<file path="src/rtl/spi_slave_shifter.sv">
// spi_slave_shifter: SPI slave serial engine.
// Oversamples the asynchronous SCLK / SS_N / MOSI pins in the i_clk domain,
// finds SCLK edges, shifts MOSI into an RX word and drives MISO from a TX
// shift register fed by a single-entry holding register (ready/valid).
// Optional build macro: SPI_SLAVE_LSB_FIRST_EN adds i_lsbfe for LSB-first
// transfers; without it every transfer is MSB-first.
module spi_slave_shifter #(
    parameter int DATA_W      = 8,
    parameter int SYNC_STAGES = 2
) (
    input  logic              i_clk,
    input  logic              i_reset,
    input  logic              i_spi_en,
    input  logic              i_cpol,
    input  logic              i_cpha,
`ifdef SPI_SLAVE_LSB_FIRST_EN
    input  logic              i_lsbfe,
`endif
    input  logic              i_sclk,
    input  logic              i_ss_n,
    input  logic              i_mosi,
    output logic              o_miso,
    output logic              o_miso_oe,
    input  logic [DATA_W-1:0] i_tx_data,
    input  logic              i_tx_valid,
    output logic              o_tx_ready,
    output logic [DATA_W-1:0] o_rx_data,
    output logic              o_rx_valid,
    output logic              o_tx_underrun,
    output logic              o_busy
);

    localparam int CNT_W = (DATA_W > 2) ? $clog2(DATA_W) : 1;

    // Bit order {mosi, ss_n, sclk}; idle levels after reset are mosi 0, ss_n 1, sclk 0.
    localparam logic [2:0] SYNC_RST = 3'b010;

    typedef enum logic {IDLE, ACTIVE} state_t;

    logic [2:0]        pin_vec;
    logic [2:0]        sync_s;
    logic              sclk_s, ss_s, mosi_s;

    state_t            state_reg;
    logic              sclk_d_reg;
    logic              ss_d_reg;
    logic [CNT_W-1:0]  bit_cnt_reg;
    logic [DATA_W-1:0] tx_shift_reg;
    logic [DATA_W-1:0] rx_shift_reg;
    logic [DATA_W-1:0] hold_reg;
    logic              hold_full_reg;
    logic              rx_done_reg;

    logic              lsb_mode;
    logic              rise_edge, fall_edge;
    logic              sample_edge, setup_edge;
    logic              ss_fall;
    logic              stay_selected;
    logic              load_req;
    logic              tx_write;
    logic              last_bit;

    assign pin_vec = {i_mosi, i_ss_n, i_sclk};

    // One synchronizer chain per asynchronous pin.
    genvar gi;
    generate
        for (gi = 0; gi < 3; gi++) begin : g_sync
            logic [SYNC_STAGES-1:0] chain_reg;

            // Shift the pin level through SYNC_STAGES flops.
            always_ff @(posedge i_clk) begin
                if (i_reset) begin
                    chain_reg <= {SYNC_STAGES{SYNC_RST[gi]}};
                end else begin
                    chain_reg <= {chain_reg[SYNC_STAGES-2:0], pin_vec[gi]};
                end
            end

            assign sync_s[gi] = chain_reg[SYNC_STAGES-1];
        end
    endgenerate

    assign sclk_s = sync_s[0];
    assign ss_s   = sync_s[1];
    assign mosi_s = sync_s[2];

`ifdef SPI_SLAVE_LSB_FIRST_EN
    assign lsb_mode = i_lsbfe;
`else
    assign lsb_mode = 1'b0;
`endif

    // Edge roles: modes 0 and 3 sample on rising SCLK, modes 1 and 2 on falling.
    assign rise_edge   = sclk_s & ~sclk_d_reg;
    assign fall_edge   = ~sclk_s & sclk_d_reg;
    assign sample_edge = (i_cpol ^ i_cpha) ? fall_edge : rise_edge;
    assign setup_edge  = (i_cpol ^ i_cpha) ? rise_edge : fall_edge;
    assign ss_fall     = ~ss_s & ss_d_reg;

    assign stay_selected = ~ss_s & i_spi_en;
    assign last_bit      = (bit_cnt_reg == CNT_W'(DATA_W - 1));
    assign tx_write      = i_tx_valid & ~hold_full_reg;

    // Word load: at select for cpha=0, otherwise on a setup edge at a word boundary.
    assign load_req = ((state_reg == IDLE) && ss_fall && i_spi_en && !i_cpha) ||
                      ((state_reg == ACTIVE) && stay_selected && setup_edge &&
                       (bit_cnt_reg == '0));

    // Control FSM, shift registers, holding register and strobes.
    always_ff @(posedge i_clk) begin
        if (i_reset) begin
            state_reg     <= IDLE;
            sclk_d_reg    <= 1'b0;
            ss_d_reg      <= 1'b1;
            bit_cnt_reg   <= '0;
            tx_shift_reg  <= '0;
            rx_shift_reg  <= '0;
            hold_reg      <= '0;
            hold_full_reg <= 1'b0;
            rx_done_reg   <= 1'b0;
            o_rx_data     <= '0;
            o_rx_valid    <= 1'b0;
            o_tx_underrun <= 1'b0;
        end else begin
            sclk_d_reg    <= sclk_s;
            ss_d_reg      <= ss_s;
            rx_done_reg   <= 1'b0;
            o_rx_valid    <= 1'b0;
            o_tx_underrun <= 1'b0;

            // A completed word is published one cycle after its last sample.
            if (rx_done_reg) begin
                o_rx_data  <= rx_shift_reg;
                o_rx_valid <= 1'b1;
            end

            // The load consumes the old holding content before a same-cycle write lands.
            if (load_req) begin
                if (hold_full_reg) begin
                    tx_shift_reg <= hold_reg;
                end else begin
                    tx_shift_reg  <= '0;
                    o_tx_underrun <= 1'b1;
                end
            end

            if (tx_write) begin
                hold_reg      <= i_tx_data;
                hold_full_reg <= 1'b1;
            end else if (load_req) begin
                hold_full_reg <= 1'b0;
            end

            case (state_reg)
                IDLE: begin
                    if (ss_fall && i_spi_en) begin
                        state_reg   <= ACTIVE;
                        bit_cnt_reg <= '0;
                    end
                end
                ACTIVE: begin
                    if (!stay_selected) begin
                        // Partial word is dropped; holding register survives.
                        state_reg   <= IDLE;
                        bit_cnt_reg <= '0;
                    end else begin
                        if (sample_edge) begin
                            if (lsb_mode) begin
                                rx_shift_reg <= {mosi_s, rx_shift_reg[DATA_W-1:1]};
                            end else begin
                                rx_shift_reg <= {rx_shift_reg[DATA_W-2:0], mosi_s};
                            end
                            if (last_bit) begin
                                bit_cnt_reg <= '0;
                                rx_done_reg <= 1'b1;
                            end else begin
                                bit_cnt_reg <= bit_cnt_reg + CNT_W'(1);
                            end
                        end
                        if (setup_edge && (bit_cnt_reg != '0)) begin
                            if (lsb_mode) begin
                                tx_shift_reg <= tx_shift_reg >> 1;
                            end else begin
                                tx_shift_reg <= tx_shift_reg << 1;
                            end
                        end
                    end
                end
                default: begin
                    state_reg   <= IDLE;
                    bit_cnt_reg <= '0;
                end
            endcase
        end
    end

    assign o_busy     = (state_reg == ACTIVE);
    assign o_miso_oe  = (state_reg == ACTIVE);
    assign o_miso     = (state_reg == ACTIVE) &
                        (lsb_mode ? tx_shift_reg[0] : tx_shift_reg[DATA_W-1]);
    assign o_tx_ready = ~hold_full_reg;

endmodule

</file>
<file path="config.mk">
export PLATFORM = sky130hd
export DESIGN_NAME = spi_slave_shifter
export DESIGN_NICKNAME = d
export VERILOG_FILES = /design/src/rtl/spi_slave_shifter.sv
export SDC_FILE = /design/constraint.sdc
export NUM_CORES = 1
export LEC_CHECK = 0
export BUFFER_PORTS_ARGS = -buffer_cell sky130_fd_sc_hd__buf_2
export CORE_UTILIZATION = 54
export DETAILED_ROUTE_END_ITERATION = 16
export PLACE_DENSITY = 0.77
export SLEW_MARGIN = 20
export SYNTH_ARGS = -nofsm -noshare
export SYNTH_HDL_FRONTEND = slang
export SYNTH_SLANG_ARGS = --single-unit
</file>
<file path="constraint.sdc">
create_clock -name i_clk -period 1.8 [get_ports i_clk]
set_input_delay 0 -clock i_clk [delete_from_list [all_inputs] [get_ports i_clk]]
set_output_delay 0 -clock i_clk [all_outputs]
set_load 0.05 [all_outputs]
</file>
==> impl_metrics.py <==
metrics = {
    "sta": {
        "final.setup_skew_ns": 0.01609,
        "hold_violations": 0,
        "slew_headroom_pct": 62.52,
        "worst_pin_slew_ns": 0.5610,
        "final.min_clock_period_ns": 1.580,
        "clock.fmax_mhz": 633.1,
        "setup_violations": 0,
        "finalSetupTns_ns": 0,
        "slew_viol_final": 0,
        "rsz0062_at_grt": "no",
        "setup_slack_ns": 0.2204,
        "min_period_over_period_pct": 87.75,
    },
    "synth": {
        "synth_top_area_share_pct": 51.20,
        "syn_avg_cell_area_um2": 9.878,
        "async_reset_ff_share_pct": 0,
        "synth_cell_types": 31,
        "ys_ff_latch": 48,
        "synth_edf_count": 0,
        "ys.flop_type": "dfxtp_1",
        "synth_most_common_cell": "dfxtp_1",
        "yosys_warnings": 0,
        "synth_top_area_cell": "dfxtp_1",
        "synthesis.nets": 210,
        "synthCells": 190,
        "synth_area_leaders": "dfxtp_1, mux2i_1, nor2_1",
        "synth_area_um2": 1877,
        "yosysSeqAreaShare_pct": 51.20,
        "yosys-top-cells-count": "dfxtp_1, nor2_1, nand2_1",
    },
    "cells_and_area": {
        "nFillCells": 275,
        "sequential_cell_area_um2": 962.2,
        "diodes": 0,
        "drive_gt1_share_pct": 25.65,
        "fin_nets": 250,
        "area_growth_pct": 18.80,
        "multiInputGateArea_um2": 863.3,
    },
    "route": {
        "drc": 0,
        "drtAntennaViolNets": 0,
        "viasPerCell": 5.232,
        "wirelength_um": 3634,
        "vias": 1444,
        "wl_per_cell_um": 13.17,
        "firstDrtPassIters": 4,
        "first_iter_violations": 47,
    },
    "floorplan": {
        "fp.dieW_um": 60.96,
        "dieHeight_um": 60.96,
        "fp.coreArea_um2": 3337,
        "dieArea_um2": 3716,
        "initial_utilization_pct": 56.24,
        "rows": 21,
        "pin_count": 31,
    },
    "global_route": {
        "grt_pass1_vias": 1297,
        "track_usage_pct": 21.70,
        "antenna_found_initial": 0,
        "grt.overflow.total": 0,
        "grt_max_degree": 30,
        "grt_pass1_wl_um": 5816,
    },
    "critical_path": {
        "critPathArrivalTime_ns": 1.86,
        "cp-end-kind": "flop",
        "crit_path_top_delay_cell": "dfxtp_2",
        "required_ns": 2.08,
        "timing.reg2reg.setup_slack_ns": 0.22,
        "cp_cell_sequence": "and3b_1, nand2_1, o2bb2ai_1, a221oi_1, nor3_2",
        "cp_max_fo": 8,
        "critPathKind": "reg2reg",
        "cp_slowest_stage_delay_ns": 0.41,
        "start_kind": "flop",
    },
    "outcome": {
        "outcome": "finished clean",
    },
    "cts": {
        "h-tree-depth": 2,
        "clockBufferDepth": 2,
        "clk_latency_ns": 0.35,
        "cts_tree": "done",
        "clock-root-buffer": "clkbuf_4",
        "cts.sinks": 48,
        "cts_inserted_buffers": 5,
        "post-cts-setup-buffer-count": 0,
        "clkTransAtPathRegs_ns": 0.14,
    },
    "placement": {
        "portBuffers": 30,
        "dp_slack_ns": 0.2457,
        "place_hpwl_um": 2421,
        "gp_congestion": 0.7643,
    },
    "power_and_ir_drop": {
        "p_leak_nw": 0.8868,
        "p_per_area_nw_per_um2": 772.5,
        "vdd_drop_max_mv": 0.5268,
    },
    "worst_hold_path": {
        "min_path_type": "in2reg",
    },
    "flow_run": {
        "max_cap_violations": 0,
    },
}
==> worst paths after layout <==
check / depth (start not counted) / from / end
worst max-delay path: 5 / o_busy / tx_shift_reg[5]
worst min-delay path: 4 / i_spi_en / o_busy
worst max register to register: 5 / o_busy / tx_shift_reg[5]
worst min register to register: 1 / g_sync[1].chain_reg[0] / g_sync[1].chain_reg[1]
==> cell type report <==
class                   instances  share of cell area (%)
clock inverters                 1                  0.3928
well taps                      46                   2.581
flip-flops and latches         48                   43.15
clock buffers                   6                   2.301
repair buffers                 43                   12.35
multi-input cells             129                   38.72
inverters                       3                  0.5051
==> metrics by stage <==
stage	instance area [um2]	hold slack (ns)	total power (W)	utilization, %	cells
global placement	2059	0.1928	0.001222	61.72	258
finish	2230	0.05789	0.001722	66.82	276
CTS	2230	0.03955	0.001737	66.82	276
detailed placement	2059	0.1922	0.001226	61.72	258
floorplan	1878	0.1038	0.001192	-	190
global route	2230	0.07587	0.001802	66.82	276
==> critical path, delay by kind of cell (launching register included) <==
family | cells | cell delay, ns
AND/OR/NAND/NOR | 3 | 0.58
flip-flops | 1 | 0.41
AO/OA/AOI/OAI | 2 | 0.54
==> power by group <==
part           switching, W  leakage (nW)  internal [W]
sequential        0.0000151         0.390       0.00108
combinational     0.0000713         0.462     0.0000557
clock              0.000311        0.0343      0.000186
==> placed cells by master (no fill, tap or decap), drive strengths merged, types with 6 or more instances in the layout <==
cell / n
a21oi: 13
a221oi: 6
buf: 32
clkbuf: 6
dfxtp: 48
dlygate4sd3: 11
mux2i: 18
nand2: 20
nor2: 29
nor2b: 11
nor3: 9
==> cell families after synthesis <==
group                    Yosys count  share of synthesized area [%]
AO/OA/AOI/OAI                     27                          11.20
XOR/XNOR                           1                         0.8669
adder cells (fa/ha/maj)            3                          2.000
buffers and inverters             13                          2.800
flip-flops                        48                          51.20
multiplexers                      19                          10.20
AND/OR/NAND/NOR                   79                          21.73
==> per-layer routing <==
metal  GRT usage [%]  vias to the layer above  wire [um]
met5               0                        -          0
met1           27.16                      679       1599
met2           35.64                       30       1863
met3           4.478                        8         94
met4           10.71                        0         77
li1                -                      727          -
==> what timing repair did <==
item,CTS,global route
hold endpoints to repair,11,0
resized for setup,0,0
hold buffers,11,0
(Power assumes the default switching activity.)
